## src/rtl/bet_entry_buffer_pkg.sv

```systemverilog
// Shared roulette game definitions: keypad codes, bet buffer states and default sizing.
package bet_entry_buffer_pkg;

    localparam int DEF_MAX_PICKS = 4;
    localparam int DEF_NUM_SLOTS = 8;

    localparam logic [3:0] KEY_STAR = 4'd10;
    localparam logic [3:0] KEY_HASH = 4'd11;

    typedef enum logic [1:0] {
        ST_ENTRY  = 2'd0,
        ST_LOCKED = 2'd1,
        ST_SCORED = 2'd2
    } bet_state_e;

endpackage

```

## src/rtl/bet_hit_counter.sv

```systemverilog
// Combinational count of stored picks whose 1-based slot equals the 0-based wheel stop.
module bet_hit_counter #(
    parameter int MAX_PICKS = 4,
    parameter int NUM_SLOTS = 8,
    parameter int CNT_W     = $clog2(MAX_PICKS + 1),
    parameter int POS_W     = $clog2(NUM_SLOTS)
) (
    input  logic [MAX_PICKS*4-1:0] picks,
    input  logic [CNT_W-1:0]       pick_count,
    input  logic [POS_W-1:0]       result_pos,
    output logic [CNT_W-1:0]       hit_count
);

    logic [3:0] target_s;

    assign target_s = 4'(result_pos) + 4'd1;

    // Population count over the occupied entries only.
    always_comb begin
        hit_count = '0;
        for (int k = 0; k < MAX_PICKS; k++) begin
            hit_count = hit_count +
                (((CNT_W'(k) < pick_count) && (picks[4*k +: 4] == target_s)) ? CNT_W'(1) : CNT_W'(0));
        end
    end

endmodule

```

## src/rtl/bet_entry_buffer.sv

```systemverilog
// Pick-entry and result-scoring buffer for the roulette game.
// Optional BET_DEDUP_EN: reject a digit already stored in the buffer.
module bet_entry_buffer
    import bet_entry_buffer_pkg::*;
#(
    parameter int MAX_PICKS = DEF_MAX_PICKS,
    parameter int NUM_SLOTS = DEF_NUM_SLOTS,
    parameter int CNT_W     = $clog2(MAX_PICKS + 1),
    parameter int POS_W     = $clog2(NUM_SLOTS)
) (
    input  logic                   clk,
    input  logic                   rst,
    input  logic                   key_valid,
    input  logic [3:0]             key_value,
    input  logic                   entry_en,
    input  logic [CNT_W-1:0]       bet_count,
    input  logic                   clear,
    input  logic                   lock,
    input  logic                   result_valid,
    input  logic [POS_W-1:0]       result_pos,
    output logic [CNT_W-1:0]       pick_count,
    output logic [MAX_PICKS*4-1:0] picks_flat,
    output logic                   entry_full,
    output logic                   locked,
    output logic                   hit_valid,
    output logic [CNT_W-1:0]       hit_count,
    output logic                   win_flag,
    output logic                   err_pulse
);

    localparam logic [3:0]       MAX_DIGIT = 4'(NUM_SLOTS);
    localparam logic [CNT_W-1:0] MAX_CNT   = CNT_W'(MAX_PICKS);

    bet_state_e             state_r, state_nxt_s;
    logic [MAX_PICKS*4-1:0] picks_r, picks_nxt_s;
    logic [CNT_W-1:0]       pick_count_r, pick_count_nxt_s;
    logic [CNT_W-1:0]       hit_count_r, hit_count_nxt_s, hit_s;
    logic                   entry_full_r, locked_r, hit_valid_r, win_flag_r, err_pulse_r;
    logic                   hit_valid_nxt_s, win_flag_nxt_s, err_nxt_s;
    logic                   full_now_s, room_s, dup_s, is_digit_s, in_range_s, key_act_s;

    bet_hit_counter #(
        .MAX_PICKS (MAX_PICKS),
        .NUM_SLOTS (NUM_SLOTS),
        .CNT_W     (CNT_W),
        .POS_W     (POS_W)
    ) u_hit_counter (
        .picks      (picks_r),
        .pick_count (pick_count_r),
        .result_pos (result_pos),
        .hit_count  (hit_s)
    );

    assign full_now_s = (pick_count_r == bet_count) && (bet_count != '0);
    assign room_s     = (pick_count_r < bet_count) && (pick_count_r < MAX_CNT);
    assign is_digit_s = (key_value >= 4'd1) && (key_value <= 4'd9);
    assign in_range_s = (key_value >= 4'd1) && (key_value <= MAX_DIGIT);
    assign key_act_s  = key_valid && entry_en && (state_r == ST_ENTRY);

    // Duplicate detection against the occupied entries.
    always_comb begin
        dup_s = 1'b0;
`ifdef BET_DEDUP_EN
        for (int k = 0; k < MAX_PICKS; k++) begin
            dup_s = dup_s | ((CNT_W'(k) < pick_count_r) && (picks_r[4*k +: 4] == key_value));
        end
`endif
    end

    // Next-state decode in priority order clear > lock > result_valid > key.
    always_comb begin
        state_nxt_s      = state_r;
        picks_nxt_s      = picks_r;
        pick_count_nxt_s = pick_count_r;
        hit_count_nxt_s  = hit_count_r;
        win_flag_nxt_s   = win_flag_r;
        hit_valid_nxt_s  = 1'b0;
        err_nxt_s        = 1'b0;
        if (clear) begin
            state_nxt_s      = ST_ENTRY;
            picks_nxt_s      = '0;
            pick_count_nxt_s = '0;
            hit_count_nxt_s  = '0;
            win_flag_nxt_s   = 1'b0;
        end else if (lock && (state_r == ST_ENTRY)) begin
            if (full_now_s) begin
                state_nxt_s = ST_LOCKED;
            end else begin
                err_nxt_s = 1'b1;
            end
        end else if (result_valid && (state_r == ST_LOCKED)) begin
            hit_count_nxt_s = hit_s;
            win_flag_nxt_s  = (hit_s != '0);
            hit_valid_nxt_s = 1'b1;
            state_nxt_s     = ST_SCORED;
        end else if (key_act_s) begin
            case (key_value)
                KEY_STAR: begin
                    if (pick_count_r != '0) begin
                        for (int k = 0; k < MAX_PICKS; k++) begin
                            picks_nxt_s[4*k +: 4] = (CNT_W'(k + 1) == pick_count_r) ? 4'd0 : picks_r[4*k +: 4];
                        end
                        pick_count_nxt_s = pick_count_r - CNT_W'(1);
                    end else begin
                        err_nxt_s = 1'b1;
                    end
                end
                KEY_HASH: begin
                    picks_nxt_s      = '0;
                    pick_count_nxt_s = '0;
                end
                default: begin
                    if (in_range_s && room_s && !dup_s) begin
                        for (int k = 0; k < MAX_PICKS; k++) begin
                            picks_nxt_s[4*k +: 4] = (CNT_W'(k) == pick_count_r) ? key_value : picks_r[4*k +: 4];
                        end
                        pick_count_nxt_s = pick_count_r + CNT_W'(1);
                    end else begin
                        err_nxt_s = is_digit_s;
                    end
                end
            endcase
        end else begin
            state_nxt_s = state_r;
        end
    end

    // State and registered outputs.
    always_ff @(posedge clk or posedge rst) begin
        if (rst) begin
            state_r      <= ST_ENTRY;
            picks_r      <= '0;
            pick_count_r <= '0;
            hit_count_r  <= '0;
            entry_full_r <= 1'b0;
            locked_r     <= 1'b0;
            hit_valid_r  <= 1'b0;
            win_flag_r   <= 1'b0;
            err_pulse_r  <= 1'b0;
        end else begin
            state_r      <= state_nxt_s;
            picks_r      <= picks_nxt_s;
            pick_count_r <= pick_count_nxt_s;
            hit_count_r  <= hit_count_nxt_s;
            entry_full_r <= (pick_count_nxt_s == bet_count) && (bet_count != '0);
            locked_r     <= (state_nxt_s != ST_ENTRY);
            hit_valid_r  <= hit_valid_nxt_s;
            win_flag_r   <= win_flag_nxt_s;
            err_pulse_r  <= err_nxt_s;
        end
    end

    assign pick_count = pick_count_r;
    assign picks_flat = picks_r;
    assign entry_full = entry_full_r;
    assign locked     = locked_r;
    assign hit_valid  = hit_valid_r;
    assign hit_count  = hit_count_r;
    assign win_flag   = win_flag_r;
    assign err_pulse  = err_pulse_r;

endmodule

```

## config.mk

```make
export PLATFORM = sky130hd
export DESIGN_NAME = bet_entry_buffer
export DESIGN_NICKNAME = d
export VERILOG_FILES = /design/src/rtl/bet_entry_buffer_pkg.sv /design/src/rtl/bet_hit_counter.sv /design/src/rtl/bet_entry_buffer.sv
export SDC_FILE = /design/constraint.sdc
export NUM_CORES = 1
export LEC_CHECK = 0
export BUFFER_PORTS_ARGS = -buffer_cell sky130_fd_sc_hd__buf_4
export CORE_MARGIN = 1
export CORE_UTILIZATION = 40
export DETAILED_ROUTE_END_ITERATION = 12
export GPL_TIMING_DRIVEN = 0
export PLACE_DENSITY = 0.7
export SLEW_MARGIN = 20
export SYNTH_ARGS = -nofsm -noshare
export SYNTH_HDL_FRONTEND = slang
export SYNTH_SLANG_ARGS = --single-unit
```

## constraint.sdc

```tcl
create_clock -name clk -period 2.4 [get_ports clk]
set_input_delay 0.72 -clock clk [delete_from_list [all_inputs] [get_ports clk]]
set_output_delay 0.72 -clock clk [all_outputs]
set_load 0.02 [all_outputs]
```

-- After elaboration in Yosys (flattened, before gate mapping)
Index checks and enable logic that the tools add are counted.
- word-level logic and storage cells: 126
- output and inout bits: 27
- input port bits: 17
- register bits after elaboration: 29
- add/sub/neg operators: 6
- $lt $le $gt $ge: 9
- reductions and logical operators: 32
- multiplexer cells: 47
- equal/unequal tests: 20
- operator list (operator ; number):
    two-way mux 16 bit ; 6
    two-way mux 4 bit ; 8
    one-hot mux 16 bit (2 select lines) ; 1
    AND reduction 7 bit ; 4
    two-way mux 3 bit ; 9
    nonzero test 4 bit ; 5
    two-way mux 1 bit ; 17
    equality test 4 bit ; 4
    != test 3 bit, second input constant ; 5
    logical AND 1 bit ; 14
    adder 3 bit ; 3
    nonzero test 3 bit ; 3
    equality test 4 bit, second input constant ; 2
    <= comparator 4 bit, second input constant ; 2
    two-way mux 2 bit ; 4
    equality test 2 x 3 -> 1 bit, first input constant ; 2
    equality test 3 bit ; 2
    less-than comparator 1 x 3 -> 1 bit, first input constant ; 2
    less-than comparator 2 x 3 -> 1 bit, first input constant ; 2
    one-hot mux 3 bit (2 select lines) ; 1
    nonzero test 2 bit ; 3
    adder 3 x 1 -> 4 bit, second input constant ; 1
    greater-or-equal comparator 4 x 1 -> 1 bit, second input constant ; 1
    != test 2 bit, second input constant ; 2
    11 further kinds ; 11

-- Depth between registers and ports, before layout
- depth after elaboration: 11
- gate-level depth with buffers: 12
- mapped depth without buffers: 12

-- Hierarchy
A second synthesis with hierarchy kept.
- cell total of the unflattened synthesis: 195
- area total of the unflattened synthesis: 1959.4 µm²
- modules (own cells, without submodules) (module ; area an instance (µm²) ; sequential area each (µm²) ; cells each ; times used):
    bet_entry_buffer ; 1676.6 ; 725.7 ; 161 ; 1
    bet_hit_counter ; 282.8 ; 0.0 ; 34 ; 1

-- Worst setup path before layout
OpenSTA, ideal clock, no wires.
- kind: input-to-reg
- start point: input port result_pos[0]
- end point: register win_flag_r, in the netlist win_flag
- path buffers: 0
- library setup time: 0.132 ns
- slack: -0.667 ns
- data required time: 2.268 ns
- data arrival time: 2.935 ns
- cell stages on the path: 12
- cells stage by stage: ha_1 -> xor2_1 -> nor3_1 -> nand3_1 -> fa_1 -> inv_1 -> ha_1 -> ha_1 -> nor3_1 -> nor2_1 -> a21oi_1 -> nor2_1
- word-level cells in the longest chain between the ends: 11
- elaborated cells between the ends (all ways): 20
- classes of those cells: add/sub: 4; eq/ne: 4; mux: 7; reduce/logical: 5
- ends and longest elaborated chain (element ; RTL line ; source):
    from (decl) ; bet_entry_buffer.sv:20 ; input logic [POS_W-1:0] result_pos,
    adder 3 x 1 -> 4 bit * ; bet_hit_counter.sv:16 ; assign target_s = 4'(result_pos) + 4'd1;
    equality test 4 bit ; bet_hit_counter.sv:23 ; (((CNT_W'(k) < pick_count) && (picks[4*k +: 4] == target_s)) ? CNT_W'(1) : CNT_W'(0));
    logical AND 1 bit ; bet_hit_counter.sv:23 ;
    two-way mux 1 bit ; bet_hit_counter.sv:23 ;
    adder 3 bit (2 in series) ; bet_hit_counter.sv:22 ; hit_count = hit_count +
    adder 3 bit * ; bet_hit_counter.sv:22 ;
    nonzero test 3 bit * ; bet_entry_buffer.sv:93 ; win_flag_nxt_s = (hit_s != '0);
    two-way mux 1 bit * ; bet_entry_buffer.sv:91 ; end else if (result_valid && (state_r == ST_LOCKED)) begin
    two-way mux 1 bit * ; bet_entry_buffer.sv:85 ; end else if (lock && (state_r == ST_ENTRY)) begin
    two-way mux 1 bit * ; bet_entry_buffer.sv:79 ; if (clear) begin
    to (signal assigned) ; bet_entry_buffer.sv:148 ; win_flag_r <= win_flag_nxt_s;
    to (decl) ; bet_entry_buffer.sv:38 ; logic entry_full_r, locked_r, hit_valid_r, win_flag_r, err_pulse_r;
Mark *: on every way between the ends. The rest lies on a longest branch, timed or not. The select of a mux whose other input is x is not followed.
A chain may end at the register's enable or synchronous reset.

-- Worst setup path after layout
Same ends and word-level chain as after synthesis.

==> impl_metrics.py <==
metrics = {
    "run_status": {
        "status": "finished with violations",
        "violations": "setup timing",
    },
    "floorplan": {
        "start_util": 0.421,
        "pin_count": 44,
        "core_um2": 4790,
        "row_count": 25,
        "die_area_um2": 5320,
        "die_x_um": 73.0,
        "die_h_um": 73.0,
    },
    "synthesis": {
        "synth_top_family_by_area": "simple AND/OR/NAND/NOR gates",
        "yosysSeqAreaShare": 0.360,
        "syn-mean-instance-area_um2": 10.0,
        "ys_ff_latch": 29,
        "synth_xor_area_frac": 0.0913,
        "netlist_top_cells_area": "dfrtp_1, mux2_2, ha_1, xnor2_1, xor2_1",
        "synth-compound-area-share": 0.134,
        "synth_cell_types": 47,
        "synthArstFlopShare": 1.00,
        "synthMuxAreaShare": 0.109,
        "yosysWarnings": 0,
        "syn_nets": 230,
        "synth_fa_ha_area_frac": 0.0783,
        "synth_top_area_share": 0.360,
        "synth_edf_count": 0,
        "syn_area_um2": 2010,
        "yosys_most_used_dff": "dfrtp_1",
        "synth.largest_area_cell": "dfrtp_1",
        "synth-simple-area-share": 0.191,
        "syn-instance-count": 201,
    },
    "power_and_ir_drop": {
        "p_per_area_nw_per_um2": 520,
        "power_uw": 1370,
        "leakage_uw": 0.00119,
        "irDropWorstVdd_v": 0.000223,
    },
    "global_routing": {
        "grt_max_degree": 30,
        "grt_pass1_wl_um": 7780,
        "gr-total-overflow": 0,
        "grt_pass1_vias": 1597,
        "grtUsageTotal": 0.195,
        "antenna_found_initial": 0,
    },
    "drt": {
        "drt_first_iter_violations": 61,
        "wl_per_cell_um": 14.7,
        "vias": 1661,
        "antenna_left": 0,
        "drc": 0,
        "dr.pass1.iters": 4,
        "routed_wl_um": 4680,
        "routed_via_density": 5.22,
    },
    "timing": {
        "fmax_ghz": 0.372,
        "clock_skew_ns": 0.00544,
        "tns_ns": -0.607,
        "fin_crit_sh": 1.12,
        "setup_viol": 3,
        "rsz0062_at_grt": "true",
        "slew-limit-headroom": 0.596,
        "hold_viol_final": 0,
        "layout_setup_ws_ns": -0.285,
        "min_period_ns": 2.69,
        "worstMarginPinSlew_ns": 0.606,
        "slew_violations": 0,
    },
    "place": {
        "dp.cells": 308,
        "place_ws_ns": -0.724,
        "gp_congestion": 0.816,
        "hpwl_um": 3550,
        "io_buffers": 40,
    },
    "setup_path": {
        "reg2regPathDepth": 12,
        "required_ns": 2.55,
        "path_max_fanout": 4,
        "r2r_start": "pick_count[2]$_DFF_PP0_",
        "path_class": "input pin to register",
        "end_kind": "register",
        "crit_arrival_ns": 2.84,
        "rrSetupSlack_ns": -0.12,
        "startpoint_type": "input pin",
        "rr_endpoint": "win_flag$_DFFE_PP0P_",
    },
    "clock_network": {
        "numCtsBuffers": 5,
        "cts_tree": "done",
        "insertion_delay_ns": 0.28,
        "h-tree-depth": 2,
        "clk_pin_slew_ns": 0.06,
        "clockRootBuffer": "clkbuf_8",
        "ctsHoldBuffers": 0,
        "clockBufferDepth": 2,
        "numClockSinks": 29,
    },
    "final_layout": {
        "drive_gt1_frac": 0.386,
        "synthToLayoutAreaGrowth_pct": 30.5,
        "instances_no_fill": 318,
        "final_core_util": 0.549,
        "fillers": 450,
        "fin_nets": 279,
        "insertedDiodeCount": 0,
    },
    "run": {
        "cap_viol_max_count": 0,
    },
    "hold_path": {
        "hold_class": "input pin to asynchronous set/reset pin",
    },
}
where the power goes:
group | internal, uW | switching, uW | leakage (uW)
clock | 259 | 189 | 0.0000542
sequential | 521 | 32.6 | 0.000384
combinational | 166 | 199 | 0.000752
total | 946 | 421 | 0.00119
per-layer routing:
layer,track usage,wire (um),part of all wire,vias to the layer above
li1,-,-,-,819
met1,0.262,2240,0.48,806
met2,0.317,2260,0.48,29
met3,0.0373,114,0.024,7
met4,0.0654,63,0.013,0
met5,0,0,0,-
critical path, stage by stage:
cell,delay [ns]
buf_6,0.10
ha_4,0.25
xor2_1,0.17
nor3_2,0.16
nand3_1,0.14
fa_1,0.56
inv_2,0.04
ha_4,0.15
ha_4,0.15
nor3_2,0.16
nor2_1,0.05
a21oi_1,0.13
nor2_1,0.05
stage by stage:
stage	hold WS, ns	cell area, um2
2_1_floorplan	0.528	2080
3_3_place_gp	0.495	2460
3_5_place_dp	0.506	2460
4_1_cts	0.520	2610
5_1_grt	0.541	2630
6_report	0.511	2630
logic make-up after synthesis:
logic type	after synthesis
simple gates	65
buf+inv	17
xor+xnor	21
mux	20
flops	29
fa+ha+maj	12
compound gates	37
final cells by class:
cell class                      instances  area, um2  area share
Clock buffer                            7       96.3      0.0366
Sequential cell                        29        728       0.277
Buffer                                  8       41.3      0.0157
Timing Repair Buffer                   42        327       0.124
Inverter                                9       33.8      0.0129
Clock inverter                          1       5.00     0.00190
Tap cell                               67       83.8      0.0319
Multi-Input combinational cell        155       1310       0.500
state kept, by name (all words and copies together), names as in the netlist:
name        flops
hit_valid       1
err_pulse       1
win_flag        1
hit_count       3
entry_full      1
locked          1
picks_flat     16
state_r         2
pick_count      3
placed cells by master, fill, tap and decap left out, types with 2 or more instances in the layout:
cell      instances
xor2_1            9
clkbuf_8          7
nor2b_1           3
a21oi_2           4
clkbuf_1          4
inv_2             2
nand2_1           7
nor2_1           13
dfrtp_1          27
nand3_1           6
xnor2_1          11
buf_4            39
ha_4              3
and3_1            3
inv_1             7
ha_1              8
buf_6             4
nand3b_1          4
o21ai_0           8
nand2b_1          2
mux2_2           16
buf_2             2
nor3_2            3
a31oi_1           3
or3_1             3
o21a_1            2
mux2i_1           4
nor3_1            8
dfrtp_2           2
nor3_4            2
a21oi_1           7
how the worst max path moves through the flow:
stage | from | endpoint | slack [ns] | cells past startpoint
after floorplan | result_pos[0] | win_flag$_DFFE_PP0P_ | -0.35 | 12
after global placement | result_pos[0] | win_flag$_DFFE_PP0P_ | -0.72 | 13
after detailed placement | result_pos[0] | win_flag$_DFFE_PP0P_ | -0.72 | 13
after CTS | result_pos[0] | win_flag$_DFFE_PP0P_ | -0.28 | 13
after global routing | result_pos[0] | win_flag$_DFFE_PP0P_ | -0.40 | 13
final | result_pos[0] | win_flag$_DFFE_PP0P_ | -0.29 | 13
what timing repair did:
action | 4_1_cts | 5_1_grt
endpoints found under the hold margin | 0 | 0
setup endpoints to repair | 4 | 21
setup buffers | 1 | 1
pin swaps | 1 | 2
resized for setup | 9 | 4
synth_stat cells, drive strengths merged, types with 2 or more instances:
| cell | instances |
|---|---|
| nor2b | 3 |
| a31oi | 3 |
| ha | 11 |
| and3 | 3 |
| nand2 | 7 |
| o21ai | 9 |
| nor4 | 2 |
| a211oi | 2 |
| nand2b | 2 |
| o21a | 2 |
| nor2 | 13 |
| dfrtp | 29 |
| xor2 | 10 |
| nand3 | 7 |
| nand3b | 4 |
| or3 | 3 |
| a21oi | 12 |
| or4 | 2 |
| buf | 3 |
| mux2i | 4 |
| clkbuf | 5 |
| xnor2 | 11 |
| inv | 9 |
| mux2 | 16 |
| nor3 | 13 |
(Power assumes the default switching activity.)
